[src/rtl/mod_cfg_sequencer.sv]
// Run-time frequency/phase/duty sequencer for the CLK/CLKN/CLKL generator.
// Gates outputs, switches the PLL tap, waits for stable lock, re-enables.
// Ports: USER_CLOCK/RESET (async, active-high), LOCKED (async, synced here),
//   CFG_VALID/CFG_READY + REQ_*_SEL host request, FREQ/PHASE/DUTY_SEL live
//   selects, OUT_EN output gate, BUSY, sticky ERR_RANGE/ERR_TIMEOUT,
//   LOCK_LOSS_CNT (saturating lock losses while enabled).
// Option MOD_CFG_PHASE_SWEEP_EN adds SWEEP_GO/SWEEP_DWELL phase sweeping.
module mod_cfg_sequencer #(
  parameter int GATE_CYCLES   = 4,
  parameter int SETTLE_CYCLES = 16,
  parameter int LOCK_STABLE   = 64,
  parameter int LOCK_TIMEOUT  = 50000,
  parameter int MAX_FREQ_CODE = 5
) (
  input  logic       USER_CLOCK,
  input  logic       RESET,
  input  logic       LOCKED,
`ifdef MOD_CFG_PHASE_SWEEP_EN
  input  logic       SWEEP_GO,
  input  logic [15:0] SWEEP_DWELL,
`endif
  input  logic       CFG_VALID,
  output logic       CFG_READY,
  input  logic [2:0] REQ_FREQ_SEL,
  input  logic [4:0] REQ_PHASE_SEL,
  input  logic [3:0] REQ_DUTY_SEL,
  output logic [2:0] FREQ_SEL,
  output logic [4:0] PHASE_SEL,
  output logic [3:0] DUTY_SEL,
  output logic       OUT_EN,
  output logic       BUSY,
  output logic       ERR_RANGE,
  output logic       ERR_TIMEOUT,
  output logic [7:0] LOCK_LOSS_CNT
);

  typedef enum logic [2:0] {
    S_IDLE, S_GATE, S_SETTLE, S_WAIT_LOCK, S_APPLY, S_ENABLE
  } state_t;

  localparam logic [15:0] L_GATE_LAST   = 16'(GATE_CYCLES - 1);
  localparam logic [15:0] L_SETTLE_LAST = 16'(SETTLE_CYCLES - 1);
  localparam logic [15:0] L_STABLE_LAST = 16'(LOCK_STABLE - 1);
  localparam logic [15:0] L_TMO_LAST    = 16'(LOCK_TIMEOUT - 1);
  localparam logic [2:0]  L_MAX_FREQ    = 3'(MAX_FREQ_CODE);

  state_t      r_state;
  state_t      w_next;
  logic [15:0] r_cnt;
  logic [15:0] r_stable;
  logic        r_lock_s1;
  logic        r_lock_s2;
  logic        r_pending;
  logic [2:0]  r_req_freq;
  logic [4:0]  r_req_phase;
  logic [3:0]  r_req_duty;
  logic [2:0]  r_freq;
  logic [4:0]  r_phase;
  logic [3:0]  r_duty;
  logic        r_out_en;
  logic        r_err_range;
  logic        r_err_tmo;
  logic [7:0]  r_loss_cnt;

  logic w_locked;
  logic w_sweep_go;
  logic w_ready;
  logic w_accept;
  logic w_range_err;
  logic w_load_freq;
  logic w_apply;
  logic w_drop_req;
  logic w_enable;
  logic w_disable;
  logic w_tmo;
  logic w_loss;

  assign w_locked = r_lock_s2;

`ifdef MOD_CFG_PHASE_SWEEP_EN
  assign w_sweep_go = SWEEP_GO;
  logic [15:0] r_dwell;
`else
  assign w_sweep_go = 1'b0;
`endif

  always_comb begin
    w_next      = r_state;
    w_ready     = 1'b0;
    w_accept    = 1'b0;
    w_range_err = 1'b0;
    w_load_freq = 1'b0;
    w_apply     = 1'b0;
    w_drop_req  = 1'b0;
    w_enable    = 1'b0;
    w_disable   = 1'b0;
    w_tmo       = 1'b0;
    w_loss      = 1'b0;
    unique case (r_state)
      S_IDLE: begin
        // Lock loss wins over a same-cycle request.
        w_loss  = r_out_en & ~w_locked;
        w_ready = ~w_loss & ~w_sweep_go;
        if (w_loss) begin
          w_next    = S_WAIT_LOCK;
          w_disable = 1'b1;
        end else if (CFG_VALID && w_ready) begin
          if (REQ_FREQ_SEL > L_MAX_FREQ) begin
            w_range_err = 1'b1;
          end else begin
            w_accept  = 1'b1;
            w_disable = 1'b1;
            w_next    = S_GATE;
          end
        end
      end
      S_GATE: begin
        if (r_cnt == L_GATE_LAST) begin
          if (r_req_freq == r_freq) begin
            w_next = S_APPLY;
          end else begin
            w_load_freq = 1'b1;
            w_next      = S_SETTLE;
          end
        end
      end
      S_SETTLE: begin
        if (r_cnt == L_SETTLE_LAST) w_next = S_WAIT_LOCK;
      end
      S_WAIT_LOCK: begin
        if (w_locked && r_stable == L_STABLE_LAST) begin
          w_next = S_APPLY;
        end else if (r_cnt == L_TMO_LAST) begin
          w_tmo      = 1'b1;
          w_drop_req = 1'b1;
          w_next     = S_IDLE;
        end
      end
      S_APPLY: begin
        // Reset/lock-loss recovery has no pending request: keep selects.
        w_apply    = r_pending;
        w_drop_req = 1'b1;
        w_next     = S_ENABLE;
      end
      S_ENABLE: begin
        w_enable = 1'b1;
        w_next   = S_IDLE;
      end
      default: w_next = S_IDLE;
    endcase
  end

  always_ff @(posedge USER_CLOCK or posedge RESET) begin
    if (RESET) begin
      r_state     <= S_WAIT_LOCK;
      r_cnt       <= '0;
      r_stable    <= '0;
      r_lock_s1   <= 1'b0;
      r_lock_s2   <= 1'b0;
      r_pending   <= 1'b0;
      r_req_freq  <= '0;
      r_req_phase <= '0;
      r_req_duty  <= '0;
      r_freq      <= 3'd0;
      r_phase     <= 5'd0;
      r_duty      <= 4'd8;
      r_out_en    <= 1'b0;
      r_err_range <= 1'b0;
      r_err_tmo   <= 1'b0;
      r_loss_cnt  <= '0;
`ifdef MOD_CFG_PHASE_SWEEP_EN
      r_dwell     <= '0;
`endif
    end else begin
      r_lock_s1 <= LOCKED;
      r_lock_s2 <= r_lock_s1;
      r_state   <= w_next;
      if (w_next != r_state) begin
        r_cnt    <= '0;
        r_stable <= '0;
      end else begin
        r_cnt    <= r_cnt + 16'd1;
        r_stable <= w_locked ? r_stable + 16'd1 : 16'd0;
      end
      if (w_accept) begin
        r_req_freq  <= REQ_FREQ_SEL;
        r_req_phase <= REQ_PHASE_SEL;
        r_req_duty  <= REQ_DUTY_SEL;
        r_pending   <= 1'b1;
      end else if (w_drop_req) begin
        r_pending <= 1'b0;
      end
      if (w_load_freq) r_freq <= r_req_freq;
      if (w_apply) begin
        r_phase <= r_req_phase;
        r_duty  <= r_req_duty;
      end
      if (w_disable || w_tmo) r_out_en <= 1'b0;
      else if (w_enable)      r_out_en <= 1'b1;
      if (w_range_err) r_err_range <= 1'b1;
      if (w_tmo)       r_err_tmo   <= 1'b1;
      if (w_loss && r_loss_cnt != 8'hFF) r_loss_cnt <= r_loss_cnt + 8'd1;
`ifdef MOD_CFG_PHASE_SWEEP_EN
      if (r_state == S_IDLE && r_out_en && SWEEP_GO && !w_loss) begin
        if (r_dwell == SWEEP_DWELL) begin
          r_dwell <= '0;
          r_phase <= r_phase + 5'd1;
        end else begin
          r_dwell <= r_dwell + 16'd1;
        end
      end else begin
        r_dwell <= '0;
      end
`endif
    end
  end

  assign CFG_READY     = w_ready;
  assign BUSY          = (r_state != S_IDLE);
  assign FREQ_SEL      = r_freq;
  assign PHASE_SEL     = r_phase;
  assign DUTY_SEL      = r_duty;
  assign OUT_EN        = r_out_en;
  assign ERR_RANGE     = r_err_range;
  assign ERR_TIMEOUT   = r_err_tmo;
  assign LOCK_LOSS_CNT = r_loss_cnt;

endmodule

[config.mk]
export PLATFORM = sky130hd
export DESIGN_NAME = mod_cfg_sequencer
export DESIGN_NICKNAME = d
export VERILOG_FILES = /design/src/rtl/mod_cfg_sequencer.sv
export SDC_FILE = /design/constraint.sdc
export NUM_CORES = 1
export LEC_CHECK = 0
export CORE_ASPECT_RATIO = 1.25
export CORE_MARGIN = 2
export CORE_UTILIZATION = 48
export DETAILED_ROUTE_END_ITERATION = 10
export PLACE_DENSITY = 0.73
export SLEW_MARGIN = 10
export SYNTH_ARGS = -nofsm -noshare
export SYNTH_HDL_FRONTEND = slang
export SYNTH_SLANG_ARGS = --single-unit
[constraint.sdc]
create_clock -name USER_CLOCK -period 6.5 [get_ports USER_CLOCK]
set_input_delay 0.975 -clock USER_CLOCK [delete_from_list [all_inputs] [get_ports USER_CLOCK]]
set_output_delay 0.975 -clock USER_CLOCK [all_outputs]
set_load 0.02 [all_outputs]
==> summary.txt, run 1 <==
=================================================================================================
Status .............................................................................    completed
Mapped Nets ........................................................................          347
Clock latency on the worst-skew pair ...............................................      0.35 ns
Num ports ..........................................................................           41
Total negative setup slack .........................................................         0 ns
Placed wire-length estimate after detailed placement ...............................      4610 µm
Worst path buffer plus inverter count ..............................................            1
Pre-Repair DR Iteration Count ......................................................            4
CORE AREA ..........................................................................     7020 µm²
Clock Root Buffer .................................................................. sky130_fd_sc_hd__clkbuf_8
Horizontal die dimension ...........................................................      80.5 µm
Vias in the first global route .....................................................         2659
Worst setup slack after placement ..................................................      3.57 ns
Final slew viol count ..............................................................            0
Starting density of the core .......................................................        50.1%
Average wire per cell in the routed design .........................................      14.8 µm
Congestion Overflow GR .............................................................            0
Highest fanout seen on the critical path ...........................................           18
Sum of internal, switching and leakage power .......................................      1.10 mW
Max-slew headroom ..................................................................        40.1%
Slowest-stage cell, CP ............................................................. sky130_fd_sc_hd__dfrtp_1
Total number of yosys warnings .....................................................            0
Kind of end point of the critical path ............................................. primary output
Number of clock buffers inserted by TritonCTS ......................................            9
Number of distinct library cell variants in the gate-level netlist after synthesis .           42
DIE AREA ...........................................................................     8030 µm²
Number of port buffers .............................................................           40
Final clock skew ...................................................................    0.0120 ns
Synthesis-to-finish area growth ....................................................        19.0%
Final Hold Slack ...................................................................     0.351 ns
DRT iter0 DRCs .....................................................................          120
Number of nets in the layout .......................................................          385
Largest incremental delay on the critical path .....................................      0.69 ns
Power per cell area ................................................................   262 nW/µm²
RSZ-0062 raised after global routing ...............................................           no
Area share of the leading cell type in the synthesized netlist .....................        49.8%
Number of gates given a new drive strength after cts ...............................            0
Clock sink total ...................................................................           73
Mean cell area of the mapped netlist ...............................................     10.7 µm²
Worst path setup slack after routing ...............................................      3.40 ns
Worst endpoint data arrival time ...................................................      2.12 ns
Maximum count of clock buffers along a single path .................................            2
Number of vias per cell after detailed routing .....................................         5.59
Number of synthesized register bits ................................................           73
Seq/Total Area, Yosys ..............................................................        52.1%
Cell chain of the critical path .................................................... nor2b_1, nor2_1, clkdlybuf4s50_1
Layout cell share with drive strength beyond 1 .....................................        13.2%
Class of the tightest hold or removal check ........................................ register to register
Combined area of all synthesized cells .............................................     3510 µm²
Combined global-route utilization of all metal layers ..............................        18.8%
Number of placement rows ...........................................................           34
IR Drop Worst-Case VDD .............................................................       188 µV
DR DRC count .......................................................................            0
Via count ..........................................................................         2579
H-tree depth reported by CTS .......................................................            3
Yosys top cell by area ............................................................. sky130_fd_sc_hd__dfrtp_1
Transition at the pin with the smallest max-transition slack .......................     0.899 ns
Wire length of the first global-routing pass .......................................     11800 µm
FILL cells .........................................................................          605
Maximum number of pins on one net before global-route repair .......................           74
Total Routed Length ................................................................      6810 µm
Vertical die dimension .............................................................      99.7 µm
Number of antenna violations at the first check in global routing ..................            0
Count of buffers added by post-CTS timing repair for setup .........................            0
Routed Antenna Nets ................................................................            0
Time the worst path needs with I/O delays and setup ................................      3.10 ns
Share of the core filled with cells ................................................        59.6%
CP startpoint kind .................................................................     register
CTS tree ...........................................................................          yes
Dominant cells by area after synthesis ............................................. sky130_fd_sc_hd__dfrtp_1, sky130_fd_sc_hd__mux2_2, sky130_fd_sc_hd__xor2_1
Gate Count Post-Synth ..............................................................          328
Clk slew on worst S/H paths ........................................................      0.07 ns
Final hold violation count .........................................................            0
Number of buffers inserted by hold repair at cts ...................................            0
Crit-path leading delay family .....................................................   flip-flops
Number of inserted diodes ..........................................................            0
Worst EP required ..................................................................      5.52 ns
Global placement routability congestion ............................................        0.794
Number of violations of the max-capacitance limit ..................................            0
Total leakage power ................................................................      1.86 nW
Max Freq ...........................................................................      323 MHz
Startpoint-to-endpoint class of the critical path .................................. register to primary output
Final setup fails ..................................................................            0
Fin crit share .....................................................................        47.6%
=================================================================================================
cells in the final DEF (no fill, tap or decap), drive strengths merged, types with 3 or more instances in the layout:
cell type / synthesis / final
nand2: 30 / 30
mux2: 23 / 23
buf: 7 / 3
nand4: 14 / 14
dfrtp: 70 / 70
nand3: 15 / 15
a21oi: 4 / 4
clkinv: 0 / 4
o21ai: 4 / 4
nor2: 16 / 16
or3: 3 / 3
xor2: 23 / 23
inv: 7 / 7
nor3b: 3 / 3
ha: 3 / 3
clkdlybuf4s50: 0 / 40
and4: 7 / 7
nor3: 36 / 36
and2: 4 / 4
nor4b: 4 / 4
nor4: 6 / 6
xnor2: 15 / 15
clkbuf: 9 / 9
dfstp: 3 / 3
area by class of cell:
class,count,area [µm²],area share [%]
Clock buffer,9,124,2.96
Clock inverter,7,95.1,2.27
Inverter,7,26.3,0.628
Multi-Input combinational cell,232,1570,37.6
Sequential cell,73,1830,43.8
Tap cell,90,113,2.69
Timing Repair Buffer,43,423,10.1
state kept, by name, summed over array words and instances, names as in the netlist, 4 cells and up:
register / cells
DUTY_SEL: 4
LOCK_LOSS_CNT: 8
PHASE_SEL: 5
r_cnt: 16
r_req_duty: 4
r_req_phase: 5
r_stable: 16
synthesized netlist by cell type:
| cell type | n |
|---|---|
| sky130_fd_sc_hd__dfrtp_1 | 70 |
| sky130_fd_sc_hd__or2_2 | 1 |
| sky130_fd_sc_hd__or3_1 | 3 |
| sky130_fd_sc_hd__o31ai_1 | 1 |
| sky130_fd_sc_hd__nand3_1 | 15 |
| sky130_fd_sc_hd__nor3b_1 | 2 |
| sky130_fd_sc_hd__and2_1 | 4 |
| sky130_fd_sc_hd__o21ba_2 | 1 |
| sky130_fd_sc_hd__nor3b_4 | 1 |
| sky130_fd_sc_hd__nor2_1 | 16 |
| sky130_fd_sc_hd__dfstp_2 | 3 |
| sky130_fd_sc_hd__ha_1 | 3 |
| sky130_fd_sc_hd__nor2b_1 | 1 |
| sky130_fd_sc_hd__o211ai_1 | 1 |
| sky130_fd_sc_hd__nor4b_1 | 4 |
| sky130_fd_sc_hd__buf_6 | 3 |
| sky130_fd_sc_hd__or4_1 | 2 |
| sky130_fd_sc_hd__clkbuf_1 | 9 |
| sky130_fd_sc_hd__o41ai_1 | 1 |
| sky130_fd_sc_hd__xor2_1 | 23 |
| sky130_fd_sc_hd__and3_1 | 2 |
| sky130_fd_sc_hd__and3b_1 | 1 |
| sky130_fd_sc_hd__o22ai_1 | 1 |
| sky130_fd_sc_hd__o311a_1 | 1 |
| sky130_fd_sc_hd__and4_1 | 7 |
| sky130_fd_sc_hd__mux2_2 | 23 |
| sky130_fd_sc_hd__nand4b_1 | 1 |
| sky130_fd_sc_hd__a21boi_0 | 1 |
| sky130_fd_sc_hd__nor4_1 | 6 |
| sky130_fd_sc_hd__nand4_1 | 14 |
| sky130_fd_sc_hd__nand4bb_1 | 1 |
| sky130_fd_sc_hd__xnor2_1 | 15 |
| sky130_fd_sc_hd__a41o_1 | 1 |
| sky130_fd_sc_hd__nand2_1 | 30 |
| sky130_fd_sc_hd__nand2b_1 | 2 |
| sky130_fd_sc_hd__buf_2 | 4 |
| sky130_fd_sc_hd__o22a_1 | 2 |
| sky130_fd_sc_hd__o21ai_0 | 4 |
| sky130_fd_sc_hd__a21o_1 | 1 |
| sky130_fd_sc_hd__inv_1 | 7 |
| sky130_fd_sc_hd__nor3_1 | 36 |
| sky130_fd_sc_hd__a21oi_1 | 4 |
power breakdown:
part	switching [mW]	internal [mW]	leakage [nW]
clock network	0.170	0.216	0.109
logic	0.0983	0.0791	0.770
registers	0.0361	0.497	0.984
cells by family (layout without fill, tap and decap cells):
| logic type | count (synthesis) | count (layout) | share of synthesized area, % |
|---|---|---|---|
| mux | 23 | 23 | 7.37 |
| simple gates | 149 | 149 | 23.0 |
| compound gates | 19 | 19 | 3.77 |
| flops | 73 | 73 | 52.1 |
| fa+ha+maj | 3 | 3 | 1.07 |
| xor+xnor | 38 | 38 | 9.47 |
| buf+inv | 23 | 66 | 3.24 |
stage by stage:
stage	std cells	instance area, µm²
6_report	461	4180
5_1_grt	461	4180
4_1_cts	461	4180
3_5_place_dp	445	3960
3_3_place_gp	445	3960
2_1_floorplan	328	3510
path summary, 6_finish.rpt:
kind                       cells past startpoint                   from  slack [ns]                   endpoint
max                                            3    r_lock_s2$_DFF_PP0_        3.40                  CFG_READY
min                                            0    r_lock_s1$_DFF_PP0_        0.35        r_lock_s2$_DFF_PP0_
max reg2reg                                    6  r_stable[6]$_DFF_PP0_        3.98      r_stable[6]$_DFF_PP0_
min reg2reg                                    0    r_lock_s1$_DFF_PP0_        0.35        r_lock_s2$_DFF_PP0_
max in group asynchronous                      3                  RESET        4.69    ERR_TIMEOUT$_DFFE_PP0P_
min in group asynchronous                      3                  RESET        1.20  r_req_duty[1]$_DFFE_PP0P_
routing by layer:
metal  GRT usage (%)  routed length [µm]  vias to the layer above
li1                -                   -                     1242
met1            22.5                2930                     1263
met2            30.6                3330                       59
met3            6.81                 395                       15
met4            7.82                 156                        0
met5               0                   0                        -
No activity file was read; power rests on OpenSTA's default activity.
==> inputs of run 2 (changes only) <==
==> constraint.sdc (replaced) <==
create_clock -name USER_CLOCK -period 2.9 [get_ports USER_CLOCK]
set_input_delay 0.435 -clock USER_CLOCK [delete_from_list [all_inputs] [get_ports USER_CLOCK]]
set_output_delay 0.435 -clock USER_CLOCK [all_outputs]
set_load 0.02 [all_outputs]
==> run 2 against run 1 <==
Compared with the run above:
- critical path depth is 1 higher
- clock-buffer cell count is 1 higher
- non-clock buffer count is 3 higher
- clock power is 110% higher
- core utilization is 0.089 points higher
- design area is 0.15% higher
- sequential share of layout area is 0.065 points lower
- hold slack better by 0.0041 ns
- first-iteration DRC count is 58% higher
- power is 120% higher
- routed wire length is 0.69% higher
- via count is 0.74% lower
==> summary.txt, run 2 (synthesized netlist as in run 1, its figures left out) <==
================================================================================
Total negative setup slack ........................................         0 ns   unchanged
Cell Int Power ....................................................      1.71 mW   +120%
H-tree depth reported by CTS ......................................            3   unchanged
Combinational Power Share .........................................        16.8%   +0.6 points
Placed wire-length estimate after detailed placement ..............      4720 µm   +2.5%
Number of gates given a new drive strength after cts ..............            0   unchanged
Final hold violation count ........................................            0   unchanged
Largest incremental delay on the critical path ....................      0.65 ns   -0.04 ns
Number of buffers inserted by hold repair at cts ..................            0   unchanged
Reg-to-reg critical path startpoint ............................... r_stable[6]$_DFF_PP0_
Via count .........................................................         2560   -0.74%
IR Drop Worst-Case VDD ............................................       401 µV   +110%
Highest fanout seen on the critical path ..........................           11   -7
Total leakage power ...............................................      1.87 nW   +0.46%
Clock latency on the worst-skew pair ..............................      0.35 ns   about the same
Time the worst path needs with I/O delays and setup ...............      2.52 ns
Congestion Overflow GR ............................................            0   unchanged
Clock Root Buffer ................................................. sky130_fd_sc_hd__clkbuf_8
Most frequent cells in the layout ................................. sky130_fd_sc_hd__dfrtp_1, sky130_fd_sc_hd__clkdlybuf4s50_1, sky130_fd_sc_hd__nor3_1
Worst EP required .................................................      2.47 ns   -3.05 ns
Average wire per cell in the routed design ........................      14.8 µm   about the same
Clock power frac ..................................................        33.3%   -1.9 points
Startpoint-to-endpoint class of the critical path ................. register to primary output
DIE AREA ..........................................................     8030 µm²   unchanged
Switching power summed over all nets ..............................       680 µW   +120%
Number of port buffers ............................................           40   unchanged
Design area .......................................................     4190 µm²   +0.15%
Clock sink total ..................................................           73   unchanged
Kind of end point of the critical path ............................ primary output
RSZ-0062 raised after global routing ..............................           no
Number of vias per cell after detailed routing ....................         5.52   -1.4%
Count of buffers added by post-CTS timing repair for setup ........            0   unchanged
Number of inserted diodes .........................................            0   unchanged
Num ports .........................................................           41   unchanged
Depth of the worst register-to-register path ......................            6   unchanged
Transition at the pin with the smallest max-transition slack ......     0.632 ns   -0.267 ns
Status ............................................................    completed
Power per cell area ...............................................   572 nW/µm²   +120%
Final slew viol count .............................................            0   unchanged
Total Routed Length ...............................................      6860 µm   +0.69%
Starting density of the core ......................................        50.1%   unchanged
Wire length of the first global-routing pass ......................     12000 µm   +1.8%
Flop pwr share ....................................................        49.9%   +1.3 points
Placement Cell Area ...............................................     3990 µm²   +0.57%
Number of violations of the max-capacitance limit .................            0   unchanged
Vias in the first global route ....................................         2597   -2.3%
Clk slew on worst S/H paths .......................................      0.07 ns   about the same
Final clock skew ..................................................    0.0115 ns   -0.000527 ns
Routed Antenna Nets ...............................................            0   unchanged
Layout cell share with drive strength beyond 1 ....................        13.9%   +0.70 points
Filler-free cell count of the finished design .....................          464   +0.65%
Number of nets in the layout ......................................          388   +0.78%
Cell chain of the critical path ................................... nor3_1, inv_1, nor2_1, clkdlybuf4s50_1
DRT iter0 DRCs ....................................................          190   +58%
DR DRC count ......................................................            0   unchanged
Terminating pin of the worst hold path ............................ r_lock_s2$_DFF_PP0_
Final Hold Slack ..................................................     0.355 ns   +0.00413 ns
End of the worst register-to-register path ........................ r_cnt[2]$_DFF_PP0_
Number of antenna violations at the first check in global routing .            0   unchanged
Share of the core filled with cells ...............................        59.7%   +0.089 points
Number of placement rows ..........................................           34   unchanged
DP Cell Count .....................................................          448   +0.67%
Worst path buffer plus inverter count .............................            2   +1
Launch point of the worst hold path ............................... r_lock_s1$_DFF_PP0_
Crit-path leading delay family .................................... buffers and inverters
Vertical die dimension ............................................      99.7 µm   unchanged
CTS tree ..........................................................          yes
CP startpoint kind ................................................     register
Number of clock buffers inserted by TritonCTS .....................            9   unchanged
CORE AREA .........................................................     7020 µm²   unchanged
Leading cell type in the layout, fill and taps excluded ........... sky130_fd_sc_hd__dfrtp_1
Pre-Repair DR Iteration Count .....................................            6   +2
Max Freq ..........................................................      396 MHz
Horizontal die dimension ..........................................      80.5 µm   unchanged
Slowest-stage cell, CP ............................................ sky130_fd_sc_hd__clkdlybuf4s50_1
Worst endpoint data arrival time ..................................      2.09 ns   -0.03 ns
Global placement routability congestion ...........................        0.838   +5.5%
Class of the tightest hold or removal check ....................... register to register
Slack of the worst reg-to-reg path ................................      0.43 ns   -3.55 ns
Synthesis-to-finish area growth ...................................        19.2%
Maximum count of clock buffers along a single path ................            2   unchanged
Hold path depth ...................................................            0   unchanged
Fin crit share ....................................................        87.1%
Final setup fails .................................................            0   unchanged
Maximum number of pins on one net before global-route repair ......           38   -49%
Max-slew headroom .................................................        57.4%   +17 points
Combined global-route utilization of all metal layers .............        19.0%   +0.20 points
Sw Ratio ..........................................................        28.4%   +0.64 points
================================================================================
==> run 2: changes by cell type in the layout (fill, tap and decap cells not counted) <==
cell                        change
sky130_fd_sc_hd__clkbuf_8       +1
sky130_fd_sc_hd__clkinv_4       -1
sky130_fd_sc_hd__buf_4          +3
sky130_fd_sc_hd__inv_6          +1
sky130_fd_sc_hd__bufinv_16      -1
==> run 2: layer usage <==
| metal | track usage (%) | part of all wire, % |
|---|---|---|
| met1 | 24.7 | 43 |
| met2 | 30.4 | 51 |
| met3 | 6.17 | 4.9 |
| met4 | 5.87 | 0.92 |
| met5 | 0 | 0 |
==> run 2: worst register-to-register path: stages (launching register included) <==
cell and delay [ns]:
sky130_fd_sc_hd__dfrtp_1 0.45, sky130_fd_sc_hd__or4_1 0.56, sky130_fd_sc_hd__nor4_1 0.60, sky130_fd_sc_hd__nand3_1 0.16
sky130_fd_sc_hd__nand3_1 0.12, sky130_fd_sc_hd__buf_4 0.32, sky130_fd_sc_hd__nor3_1 0.12
==> run 2: layout make-up <==
| class | instances | area [µm²] |
|---|---|---|
| Fill cell | 620 | 2830 |
| Clock inverter | 6 | 65.1 |
| Sequential cell | 73 | 1830 |
| Inverter | 7 | 26.3 |
| Clock buffer | 10 | 138 |
| Multi-Input combinational cell | 232 | 1570 |
| Timing Repair Buffer | 46 | 445 |
| Tap cell | 90 | 113 |
==> run 2: through the flow <==
step	power, mW	worst slack (ns)
finish	2.40	0.375
global placement	1.61	0.488
floorplan	1.54	0.588
CTS	2.42	0.349
detailed placement	1.62	0.383
global route	2.53	0.215
==> run 2: how the worst max path moves through the flow <==
stage | startpoint | to | slack (ns) | cells past startpoint
floorplan | r_state[2]$_DFF_PP0_ | r_req_duty[0]$_DFFE_PP0P_ | 0.59 | 8
global placement | REQ_FREQ_SEL[2] | r_stable[15]$_DFF_PP0_ | 0.49 | 7
detailed placement | REQ_FREQ_SEL[1] | r_stable[7]$_DFF_PP0_ | 0.38 | 7
CTS | r_state[2]$_DFF_PP0_ | CFG_READY | 0.35 | 4
global route | r_state[2]$_DFF_PP0_ | CFG_READY | 0.22 | 4
finish | r_state[2]$_DFF_PP0_ | CFG_READY | 0.38 | 4
==> run 2: power groups by stage <==
| stage | clock network, mW | registers (mW) | logic (mW) |
|---|---|---|---|
| after floorplan | 0 | 1.19 | 0.350 |
| after global placement | 0 | 1.21 | 0.398 |
| after detailed placement | 0 | 1.21 | 0.405 |
| after CTS | 0.819 | 1.19 | 0.409 |
| after global routing | 0.870 | 1.21 | 0.453 |
| final | 0.797 | 1.19 | 0.404 |
